### src/rtl/median_filter_ctrl.sv
// rtl/median_filter_ctrl.sv - frame sequencer for the 3x3 median sorter
// Walks the frame in raster order, gathers each neighbourhood and emits the filtered pixel.
module median_filter_ctrl #(
   parameter int IMG_W     = 320,
   parameter int IMG_H     = 240,
   parameter int PIX_W     = 8,
   parameter int ADDR_W    = 17,
   parameter int SORT_WAIT = 2
) (
   input  logic                 clk,
   input  logic                 reset,
   input  logic                 start,
   output logic                 busy,
   output logic                 done,
   output logic                 rd_en,
   output logic [ADDR_W-1:0]    rd_addr,
   input  logic [PIX_W-1:0]     rd_data,
   output logic [9*PIX_W-1:0]   win,
   input  logic [PIX_W-1:0]     median_in,
   output logic                 out_valid,
   input  logic                 out_ready,
   output logic [ADDR_W-1:0]    out_addr,
   output logic [PIX_W-1:0]     out_data
);

   localparam int RW    = $clog2(IMG_H);
   localparam int CW    = $clog2(IMG_W);
   localparam int CNT_W = (SORT_WAIT > 9) ? $clog2(SORT_WAIT + 1) : 4;
   localparam logic [ADDR_W-1:0] W_A = ADDR_W'(IMG_W);

   typedef enum logic [2:0] {S_IDLE, S_FETCH, S_SORT, S_WRITE, S_DONE} state_t;

   state_t              state_q, state_d;
   logic [RW-1:0]       row_q, row_d;
   logic [CW-1:0]       col_q, col_d;
   logic [CNT_W-1:0]    cnt_q, cnt_d;
   logic [9*PIX_W-1:0]  win_q, win_d;
   logic [ADDR_W-1:0]   out_addr_q, out_addr_d;
   logic [PIX_W-1:0]    out_data_q, out_data_d;

   logic                interior;
   logic [ADDR_W-1:0]   pix_addr;
   logic [ADDR_W-1:0]   nb_off;

   assign pix_addr = ADDR_W'(row_q) * W_A + ADDR_W'(col_q);
   assign interior = (row_q != '0) && (row_q != RW'(IMG_H - 1)) &&
                     (col_q != '0) && (col_q != CW'(IMG_W - 1));

   // Offset of the k-th neighbour from the top-left corner of the window.
   always_comb begin
      nb_off = '0;
      case (cnt_q)
         CNT_W'(1): nb_off = ADDR_W'(1);
         CNT_W'(2): nb_off = ADDR_W'(2);
         CNT_W'(3): nb_off = W_A;
         CNT_W'(4): nb_off = W_A + ADDR_W'(1);
         CNT_W'(5): nb_off = W_A + ADDR_W'(2);
         CNT_W'(6): nb_off = W_A + W_A;
         CNT_W'(7): nb_off = W_A + W_A + ADDR_W'(1);
         CNT_W'(8): nb_off = W_A + W_A + ADDR_W'(2);
         default:   nb_off = '0;
      endcase
   end

   assign rd_en   = (state_q == S_FETCH) &&
                    (interior ? (cnt_q <= CNT_W'(8)) : (cnt_q == '0));
   assign rd_addr = !rd_en   ? '0 :
                    interior ? pix_addr - W_A - ADDR_W'(1) + nb_off : pix_addr;

   assign busy      = (state_q == S_FETCH) || (state_q == S_SORT) || (state_q == S_WRITE);
   assign done      = (state_q == S_DONE);
   assign out_valid = (state_q == S_WRITE);
   assign win       = win_q;
   assign out_addr  = out_addr_q;
   assign out_data  = out_data_q;

   always_comb begin
      state_d    = state_q;
      row_d      = row_q;
      col_d      = col_q;
      cnt_d      = cnt_q;
      win_d      = win_q;
      out_addr_d = out_addr_q;
      out_data_d = out_data_q;
      case (state_q)
         S_IDLE: begin
            if (start) begin
               row_d   = '0;
               col_d   = '0;
               cnt_d   = '0;
               state_d = S_FETCH;
            end
         end
         S_FETCH: begin
            cnt_d = cnt_q + CNT_W'(1);
            if (interior) begin
               // Read data trails its strobe by one cycle, hence slot k fills at count k+1.
               for (int k = 0; k < 9; k++) begin
                  if (cnt_q == CNT_W'(k + 1)) win_d[k*PIX_W +: PIX_W] = rd_data;
               end
               if (cnt_q == CNT_W'(9)) begin
                  cnt_d   = '0;
                  state_d = S_SORT;
               end
            end else if (cnt_q == CNT_W'(1)) begin
               win_d   = {9{rd_data}};
               cnt_d   = '0;
               state_d = S_SORT;
            end
         end
         S_SORT: begin
            if (cnt_q == CNT_W'(SORT_WAIT - 1)) begin
               out_data_d = median_in;
               out_addr_d = pix_addr;
               cnt_d      = '0;
               state_d    = S_WRITE;
            end else begin
               cnt_d = cnt_q + CNT_W'(1);
            end
         end
         S_WRITE: begin
            if (out_ready) begin
               if (col_q == CW'(IMG_W - 1)) begin
                  col_d = '0;
                  if (row_q == RW'(IMG_H - 1)) begin
                     state_d = S_DONE;
                  end else begin
                     row_d   = row_q + RW'(1);
                     state_d = S_FETCH;
                  end
               end else begin
                  col_d   = col_q + CW'(1);
                  state_d = S_FETCH;
               end
            end
         end
         S_DONE:  state_d = S_IDLE;
         default: state_d = S_IDLE;
      endcase
   end

   always_ff @(posedge clk) begin
      if (reset) begin
         state_q    <= S_IDLE;
         row_q      <= '0;
         col_q      <= '0;
         cnt_q      <= '0;
         win_q      <= '0;
         out_addr_q <= '0;
         out_data_q <= '0;
      end else begin
         state_q    <= state_d;
         row_q      <= row_d;
         col_q      <= col_d;
         cnt_q      <= cnt_d;
         win_q      <= win_d;
         out_addr_q <= out_addr_d;
         out_data_q <= out_data_d;
      end
   end

endmodule

### config.mk
export PLATFORM = sky130hd
export DESIGN_NAME = median_filter_ctrl
export DESIGN_NICKNAME = d
export VERILOG_FILES = /design/src/rtl/median_filter_ctrl.sv
export SDC_FILE = /design/constraint.sdc
export NUM_CORES = 1
export LEC_CHECK = 0
export CORE_MARGIN = 10
export CORE_UTILIZATION = 47
export CTS_CLUSTER_DIAMETER = 60
export DETAILED_ROUTE_END_ITERATION = 10
export GPL_TIMING_DRIVEN = 0
export PLACE_DENSITY = 0.77
export REMOVE_ABC_BUFFERS = 1
export SLEW_MARGIN = 20
export SYNTH_ARGS = -nofsm -noshare
export SYNTH_HDL_FRONTEND = slang
export SYNTH_SLANG_ARGS = --single-unit
### constraint.sdc
create_clock -name clk -period 4.2 [get_ports clk]
set_clock_uncertainty 0.15 [all_clocks]
set_input_delay 0.42 -clock clk [delete_from_list [all_inputs] [get_ports clk]]
set_output_delay 0.42 -clock clk [all_outputs]
set_load 0.005 [all_outputs]
## Word level (Yosys, flattened, before mapping)

Memories as Yosys holds them, arrays and structs flattened. A register that Yosys moved wholly into a read port is not among the register bits.
Cells that the tools add are included.

- Bits in registers: 121
- Memory bits (read-only): 96
- Bits of input ports: 20
- Word-level logic and storage cells: 123
- Memories: 1

Memories:

| name | words | width | rd ports | clocked after memory_dff | write ports | line | text |
|---|---|---|---|---|---|---|---|
| (no name shown) | 16 | 6 | 1 | 1 | 0 | 52 | `case (cnt_q)` |

- $add $sub $neg: 7
- Multipliers: 1
- Order comparisons: 1
- Equality and inequality tests: 32
- Mux-type cells: 39
- Reductions and logical operators: 27

Operators by type and width:

| kind | number |
|---|---|
| two-way mux 72 bit | 2 |
| two-way mux 8 bit | 13 |
| two-way mux 17 bit | 2 |
| two-way mux 9 bit | 3 |
| AND reduction 3 bit | 9 |
| two-way mux 3 bit | 8 |
| two-way mux 4 bit | 6 |
| inequality test 2 x 1 -> 1 bit (second input constant) | 11 |
| case mux 9 bit (2 select lines) | 1 |
| adder 17 bit | 1 |
| adder 17 x 9 -> 17 bit | 1 |
| subtractor 17 x 1 -> 17 bit (second input constant) | 1 |
| subtractor 17 x 9 -> 17 bit (second input constant) | 1 |
| == test 4 x 3 -> 1 bit (second input constant) | 4 |
| case mux 8 bit (2 select lines) | 1 |
| case mux 3 bit (4 select lines) | 1 |
| case mux 4 bit (3 select lines) | 1 |
| multiplier 8 x 3 -> 11 bit (second input constant) | 1 |
| AND reduction 5 bit | 2 |
| adder 9 x 1 -> 9 bit (second input constant) | 1 |
| == test 9 bit (second input constant) | 1 |
| inequality test 9 bit (second input constant) | 1 |
| nonzero test 9 bit | 1 |
| adder 8 x 1 -> 8 bit (second input constant) | 1 |
| 21 further kinds | 33 |

## Depth between registers and ports, before layout

Gate-level depths: netlist of the first run.

- Word-level depth: 8
- Gate-level depth with buffers: 15

## Worst setup path before layout of the first run

No wires, ideal clock.

- Kind: reg2out
- From: reg row_q[1]
- To: out rd_addr[16]
- Data arrival time: 3,956 ps
- Data required time: 3,630 ps
- Path slack: -326 ps
- Stages on the path, launching flop included: 15
- Buffers on the path: 0
- Cell sequence: dfxtp_1 ha_1 ha_1 fa_1 a211oi_1 nor2_1 xor2_1 or4b_2 xor2_1 ha_1 or3_1 o21ai_0 or4_1 and3_1 nor3_1

- Longest elaborated chain between the ends: 7
- Elaborated cells on any way between the ends: 14
- Those cells by class: add/sub: 4; mul: 1; eq/ne: 1; mux: 3; reduce/logical: 5

RTL lines:

| item | line | text |
|---|---|---|
| start: declaration | 34 | `logic [RW-1:0] row_q, row_d;` |
| start signal: assignment | 153 | `row_q <= row_d;` |
| multiplier 8 x 3 -> 11 bit (tied with other cells) | 45 | `assign pix_addr = ADDR_W'(row_q) * W_A + ADDR_W'(col_q);` |
| adder 17 x 9 -> 17 bit / logical AND 1 bit (equally long branches) | 45, 46 |  |
| subtractor 17 x 9 -> 17 bit / logical AND 1 bit (equally long branches) | 68, 46 |  |
| subtractor 17 x 1 -> 17 bit / logical AND 1 bit (equally long branches) | 68, 47 |  |
| adder 17 bit / two-way mux 1 bit (equally long branches) | 68, 66 |  |
| two-way mux 17 bit / logical AND 1 bit (equally long branches) | 68, 65 |  |
| two-way mux 17 bit (*) | 67 | `assign rd_addr = !rd_en ? '0 :` |
| end: declaration | 16 | `output logic [ADDR_W-1:0] rd_addr,` |

Mark *: on every way between the ends. The rest lies on a longest branch, timed or not.

## Worst setup path after layout of the first run

- From: reg row_q[3]
- To: out rd_addr[16]

- Longest elaborated chain between the ends: 7
- Elaborated cells on any way between the ends: 14
- Those cells by class: add/sub: 4; mul: 1; eq/ne: 1; mux: 3; reduce/logical: 5

RTL lines:

| item | line | text |
|---|---|---|
| multiplier 8 x 3 -> 11 bit | 45 |  |
| adder 17 x 9 -> 17 bit | 45 |  |
| net pix_addr[12] | 42 | `logic [ADDR_W-1:0] pix_addr;` |
| subtractor 17 x 9 -> 17 bit | 68 | `interior ? pix_addr - W_A - ADDR_W'(1) + nb_off : pix_addr;` |
| subtractor 17 x 1 -> 17 bit | 68 |  |
| adder 17 bit | 68 |  |
| two-way mux 17 bit | 68 |  |
| two-way mux 17 bit | 67 |  |

The timed path passes the listed nets, and every way through them passes these cells.

==> key figures, run 1 <==
Cells and area
  – Most frequent cells in the layout: nor2_1, clkdlybuf4s50_1, dfxtp_1
  – Antenna Diode Count: 0
  – Layout Area Growth over Synthesis: 40.98%
  – Core Util, Final: 68.05%
  – Nets: 1011
  – Commonest non-fill, non-tap cell in the layout: nor2_1
  – Layout cells sized above 1: 15.44%

Power and ir drop
  – Leak pwr: 4.053 nW
  – VDD IR-drop max: 359.7 uV
  – Cell area power density: 422.8 nW/um^2

Placement
  – Port bufs: 137
  – Worst slack at placement: -1.278 ns
  – HPWL after detailed placement: 13140 microns
  – RePlAce Congestion: 0.8532

Routing
  – Vias per Instance: 5.514
  – Detailed Routing Iterations Pass 1: 5
  – Antenna viol nets, final: 0
  – Total vias in the final route: 6242
  – Routed WL per cell: 18.22 microns
  – DRT iter0 DRCs: 408
  – Post-route DRC violation count: 0
  – DRT Wirelength: 20620 microns

Synth
  – Asr flop ratio synth: 0%
  – Synth Warn #: 0
  – Post-synthesis compound-gate area fraction: 11.61%
  – Post-synthesis cell type count: 59
  – Largest family of logic cells by synthesized area: simple AND/OR/NAND/NOR gates
  – Post-synth top area cell: dfxtp_1
  – #FFs+latches synth: 125
  – Avg Cell Area, Syn: 8.450 sq um
  – Synth Instances: 796
  – Mapped cell area: 6726 sq um
  – Area share of and/or/nand/nor cells after synthesis: 20.91%
  – Ys flop type: dfxtp_1
  – Area contributors post-synth: dfxtp_1, mux2i_1, ha_1
  – Yosys top cell area share: 37.20%
  – Post-Synth Adder-Cell Area: 10.16%
  – Mux share of post-synthesis cell area: 11.31%
  – Register area share after synthesis: 37.20%
  – Post-Synth XOR/XNOR Area: 4.167%
  – EDFF count, synth: 0

STA
  – Hold Fails Final Rpt: 0
  – Period utilization: 113.3%
  – Post-route worst setup slack: -0.5583 ns
  – Worst-Margin Slew: 0.9654 ns
  – Final setup vio count: 5
  – Post-route minimum period: 4.758 ns
  – Max frequency: 210.2 MHz
  – Worst slew margin: 35.64%
  – Hold WS: 0.2820 ns
  – Final Max Tran Viols: 0
  – Unrepaired setup endpoints after global routing: yes

Floorplanning
  – Row cnt: 43
  – Chip Width: 139.6 microns
  – DIE AREA: 19500 sq um
  – Starting Density: 48.27%
  – Die height: 139.6 microns
  – Top Ports: 138
  – CORE AREA: 13930 sq um

Global route
  – GRT Overall Usage: 19.86%
  – Vias in the first global route: 6195
  – Initial antenna violation count: 0
  – GR Overflow Total: 0
  – Met1 Usage GRT: 21.93%
  – Most Used Layer, Global Route: met2
  – Pin count of the biggest net entering global routing: 70
  – Met3 usage: 9.459%
  – Grt met2 use: 32.89%
  – First-pass GRT wire length: 32200 microns

CTS
  – CTS tree: done
  – Worst-Skew Late Latency: 0.43 ns
  – Clock-pin slew on the worst setup and hold paths: 0.07 ns
  – Clk Tree Root Cell: clkbuf_16
  – H-tree levels: 4
  – Clk buf depth: 2
  – Clock Sinks: 125
  – Number of buffers created by CTS: 17

Setup path
  – Worst EP arrival: 4.19 ns
  – Crit-path max FO: 5
  – Setup crit end kind: output port
  – Crit path kind: reg -> out
  – Critical Path RT: 3.63 ns
  – Crit start category: flip-flop

Status
  – Outcome: finished with violations
  – Violated checks: setup timing

Run
  – Max Cap Viol: 0

Min path
  – Hold Path Class: in -> reg
per-stage QoR:
| step | TNS, ns | cell area (sq um) | total power [mW] | cells |
|---|---|---|---|---|
| 2_1_floorplan | -0.4709 | 6556 | 1.984 | 752 |
| 3_3_place_gp | -76.54 | 8153 | 2.382 | 1069 |
| 3_5_place_dp | -3.648 | 8240 | 2.402 | 1076 |
| 4_1_cts | -1.017 | 9268 | 3.977 | 1126 |
| 5_1_grt | -2.229 | 9483 | 4.198 | 1132 |
| 6_report | -1.372 | 9483 | 4.010 | 1132 |
kinds of logic (layout without fill, tap and decap cells):
group | after synthesis | after routing
XOR/XNOR | 32 | 32
buffers and inverters | 82 | 237
multiplexers | 76 | 76
flip-flops | 125 | 125
AO/OA/AOI/OAI | 122 | 122
adder cells (fa/ha/maj) | 53 | 53
AND/OR/NAND/NOR | 306 | 307
state kept, by name, indices dropped and copies added (netlist names):
name,count
row_q,8
nb_off,4
out_data,8
col_q,9
state_q,3
win,72
out_addr,17
cnt_q,4
final cells by class:
class,instances,area (sq um)
clock buffer,17,425.4
multi-input combinational,590,4382
timing repair buffer,167,1590
fill,1055,4452
clock inverter,15,190.2
inverter,38,142.6
sequential,125,2527
tap,180,225.2
cells in the mapped netlist, types with 3 or more instances:
cell type and n:
a211o_1 4, a211oi_1 18, a21o_1 7, a21oi_1 51, a31oi_1 4, and3_1 6, buf_2 4, clkbuf_1 39
dfxtp_1 125, fa_1 3, ha_1 49, inv_1 38, mux2i_1 76, nand2_1 68, nand2b_1 9, nand3_1 24
nand4_1 4, nor2_1 134, nor2b_1 6, nor3_1 20, nor4_1 4, o21ai_0 14, o21ai_2 3, or3_1 7
or4_1 4, xnor2_1 18, xor2_1 14
power by group:
part	leakage, nW	internal, mW	switching [mW]
Sequential	1.02	1.29	0.106
Clock	0.301	0.908	0.638
Combinational	2.74	0.500	0.564
timing repair:
item	CTS	global route
setup buffers	18	5
resized for setup	80	38
hold buffers	0	0
gates cloned	0	1
pin swaps	21	19
setup endpoints to repair	18	15
routing by layer:
layer | wire length (microns) | share of wire [%]
met5 | 0 | 0
met4 | 425 | 2.1
met3 | 2063 | 10
met2 | 9907 | 48
met1 | 8226 | 40
critical path, cell delays in order (launching register included):
cell and delay, ns:
dfxtp_4 0.37, ha_1 0.31, ha_1 0.38, or2_2 0.36
a21oi_4 0.22, nor2_1 0.07, xor2_1 0.28, inv_1 0.15
ha_4 0.32, nand3_2 0.10, a21oi_4 0.18, nor3_4 0.07
or4_4 0.48, and3_4 0.18, nor3_2 0.15, buf_2 0.14
path summary, 6_finish.rpt:
kind               start          end  slack, ns  depth (start not counted)
max reg2reg     row_q[1]    nb_off[0]       0.39                         16
max             row_q[3]  rd_addr[16]      -0.56                         15
min                reset      win[13]       0.28                          2
min reg2reg  out_data[0]  out_data[0]       0.30                          2
(Power assumes the default switching activity.)
==> run 2, diff against run 1 <==
--- a/config.mk
+++ b/config.mk
@@ -5,9 +5,9 @@
 export SDC_FILE = /design/constraint.sdc
 export NUM_CORES = 1
 export LEC_CHECK = 0
+export CORE_ASPECT_RATIO = 0.5
 export CORE_MARGIN = 10
 export CORE_UTILIZATION = 47
-export CTS_CLUSTER_DIAMETER = 60
 export DETAILED_ROUTE_END_ITERATION = 10
 export GPL_TIMING_DRIVEN = 0
 export PLACE_DENSITY = 0.77
==> run 2 against run 1 <==
Design area is 1.1% lower. Critical path type unchanged. The run still ends with setup timing left. Register-to-register slack about the same. Non-clock buffer count decreased by 1. Largest power group unchanged. Power decreased by 2.6%. Die area rose by 1.5%. Clock power down 5%.
==> key figures, run 2 (synthesis gave the netlist of run 1 again) <==
Routing
  – DRT iter0 DRCs: 432
  – Antenna viol nets, final: 0
  – Vias per Instance: 5.412
  – Total vias in the final route: 6180
  – Routed WL per cell: 17.46 microns
  – Post-route DRC violation count: 0
  – DRT Wirelength: 19940 microns
  – Detailed Routing Iterations Pass 1: 5

Power and ir drop
  – Switching share of power: 32.44%
  – VDD IR-drop max: 254.0 uV
  – Gate power share: 26.7%
  – Flop pwr share: 35.8%
  – NetSw: 1.267 mW
  – Cell area power density: 416.4 nW/um^2
  – Overall power: 3.905 mW
  – Power Internal: 2.638 mW
  – Clock power share: 37.5%
  – Leak pwr: 3.995 nW

Floorplanning
  – DIE AREA: 19790 sq um
  – CORE AREA: 13780 sq um
  – Starting Density: 48.83%
  – Chip Width: 189.2 microns
  – Row cnt: 30
  – Top Ports: 138
  – Die height: 104.6 microns

Cells and area
  – Layout cells sized above 1: 15.26%
  – Layout Area Growth over Synthesis: 39.42%
  – Most frequent cells in the layout: nor2_1, clkdlybuf4s50_1, dfxtp_1
  – Core Util, Final: 68.07%
  – Layout fillers: 1042
  – Antenna Diode Count: 0
  – Commonest non-fill, non-tap cell in the layout: nor2_1
  – FF+latch area: 2524 sq um
  – Nets: 1009
  – Largest register FFs: 72
  – Multi-input gate area: 4302 sq um

CTS
  – Clock Sinks: 125
  – # hold bufs at CTS: 0
  – CTS tree: done
  – H-tree levels: 4
  – Clk buf depth: 2
  – Clock-pin slew on the worst setup and hold paths: 0.06 ns
  – Clk Tree Root Cell: clkbuf_16
  – Worst-Skew Late Latency: 0.42 ns
  – Number of buffers created by CTS: 17

Setup path
  – Setup crit end kind: output port
  – RR Endpoint: nb_off[0]
  – Reg-to-reg startpoint: col_q[0]
  – Worst EP arrival: 4.18 ns
  – Crit-path max FO: 3
  – Most Frequent Cell on Critical Path: ha_4
  – R2R depth: 14
  – Reg2reg setup slack: 0.39 ns
  – Top Family by Delay on Critical Path: adder cells
  – CP max stage cell: or4b_4
  – Sum of buffers and inverters on the critical path: 2
  – Crit path kind: reg -> out
  – Cell Chain, Critical Path: ha_4 -> ha_4 -> fa_2 -> a211oi_2 -> nor2_1 -> xor2_1 -> or4b_4 -> xor2_4 -> ha_4 -> buf_6 -> a21boi_1 -> a41oi_2 -> mux2i_1 -> o311ai_1 -> buf_2
  – Crit-path max cell delay: 0.53 ns
  – Critical Path RT: 3.63 ns
  – Crit start category: flip-flop

Global route
  – GRT Overall Usage: 19.20%
  – Pin count of the biggest net entering global routing: 60
  – GR Overflow Total: 0
  – First-pass GRT wire length: 31480 microns
  – Initial antenna violation count: 0
  – Vias in the first global route: 6213

Placement
  – Port bufs: 137
  – Worst slack at placement: -1.212 ns
  – RePlAce Congestion: 0.8392
  – HPWL after detailed placement: 13140 microns

STA
  – Final Max Tran Viols: 0
  – Unrepaired setup endpoints after global routing: yes
  – Worst-Margin Slew: 0.9450 ns
  – Period utilization: 113.2%
  – Post-route worst setup slack: -0.5536 ns
  – Post-route minimum period: 4.754 ns
  – Final setup vio count: 3
  – Max frequency: 210.4 MHz
  – Worst slew margin: 37.00%
  – Hold Fails Final Rpt: 0

Min path
  – Hold worst-path end: out_data[3]
  – Hold Path Class: reg -> reg
  – Hold Path Cell Cnt: 2
  – Hold_sp: out_data[3]

Status
  – Outcome: finished with violations
  – Violated checks: setup timing

Run
  – Max Cap Viol: 0
[run 2: cell types whose count changed in the layout (fill, tap and decap cells not counted), sizes merged]
cell | previous run | this run
nand3 | 25 | 24
clkinvlp | 1 | 3
clkdlybuf4s50 | 127 | 126
dlymetal6s2s | 2 | 3
inv | 49 | 47
bufinv | 2 | 1
clkbuf | 18 | 21
dlygate4sd2 | 1 | 0
buf | 36 | 34
[run 2: worst register-to-register path, delay by kind of cell, from the launching register on]
family	cells	cell delay, ns
AO/OA/AOI/OAI	2	0.58
adder cells (fa/ha/maj)	2	0.52
buffers and inverters	3	0.28
flip-flops	1	0.47
multiplexers	1	0.12
AND/OR/NAND/NOR	6	1.56
[run 2: worst max path at each step]
stage | end | slack, ns | cells after the start | from
3_3_place_gp | rd_addr[15] | -1.44 | 11 | col_q[2]
4_1_cts | rd_addr[16] | -0.53 | 16 | row_q[1]
3_5_place_dp | rd_addr[16] | -1.21 | 16 | row_q[1]
6_report | rd_addr[15] | -0.55 | 15 | row_q[1]
2_1_floorplan | rd_addr[16] | -0.38 | 15 | row_q[1]
5_1_grt | rd_addr[15] | -0.66 | 15 | row_q[1]
[run 2: cell type report]
type	count	share of cell area (%)
multi-input cells	589	45.87
inverters	38	1.521
well taps	192	2.562
clock inverters	14	1.548
repair buffers	166	16.90
flip-flops and latches	125	26.91
clock buffers	18	4.683
[run 2: timing repair]
action,CTS,global route
resized for setup,73,37
pin swaps,20,16
setup buffers,16,7
setup endpoints to repair,19,18
cloned,0,0
[run 2: layer usage]
| layer | part of all wire, % | global-route usage (%) |
|---|---|---|
| met1 | 39 | 20.36 |
| met2 | 50 | 33.48 |
| met3 | 9.9 | 8.892 |
| met4 | 1.1 | 5.912 |
| met5 | 0 | 0 |
[run 2: metrics by stage]
stage / setup TNS (ns) / cell area [sq um] / cells / hold slack [ns]
after global routing: -1.945 / 9378 / 1142 / 0.3319
after floorplan: -0.4709 / 6556 / 752 / 0.2967
after CTS: -1.102 / 9213 / 1135 / 0.3070
final: -1.310 / 9378 / 1142 / 0.3054
after global placement: -65.94 / 8168 / 1081 / 0.2915
after detailed placement: -3.439 / 8248 / 1087 / 0.2984
[run 2: power groups by stage]
| stage | Combinational [mW] | Sequential, mW | Clock [mW] |
|---|---|---|---|
| final | 1.04 | 1.40 | 1.47 |
| after CTS | 1.02 | 1.40 | 1.49 |
| after detailed placement | 0.985 | 1.42 | 0 |
| after global routing | 1.14 | 1.42 | 1.54 |
| after floorplan | 0.575 | 1.41 | 0 |
| after global placement | 0.952 | 1.41 | 0 |
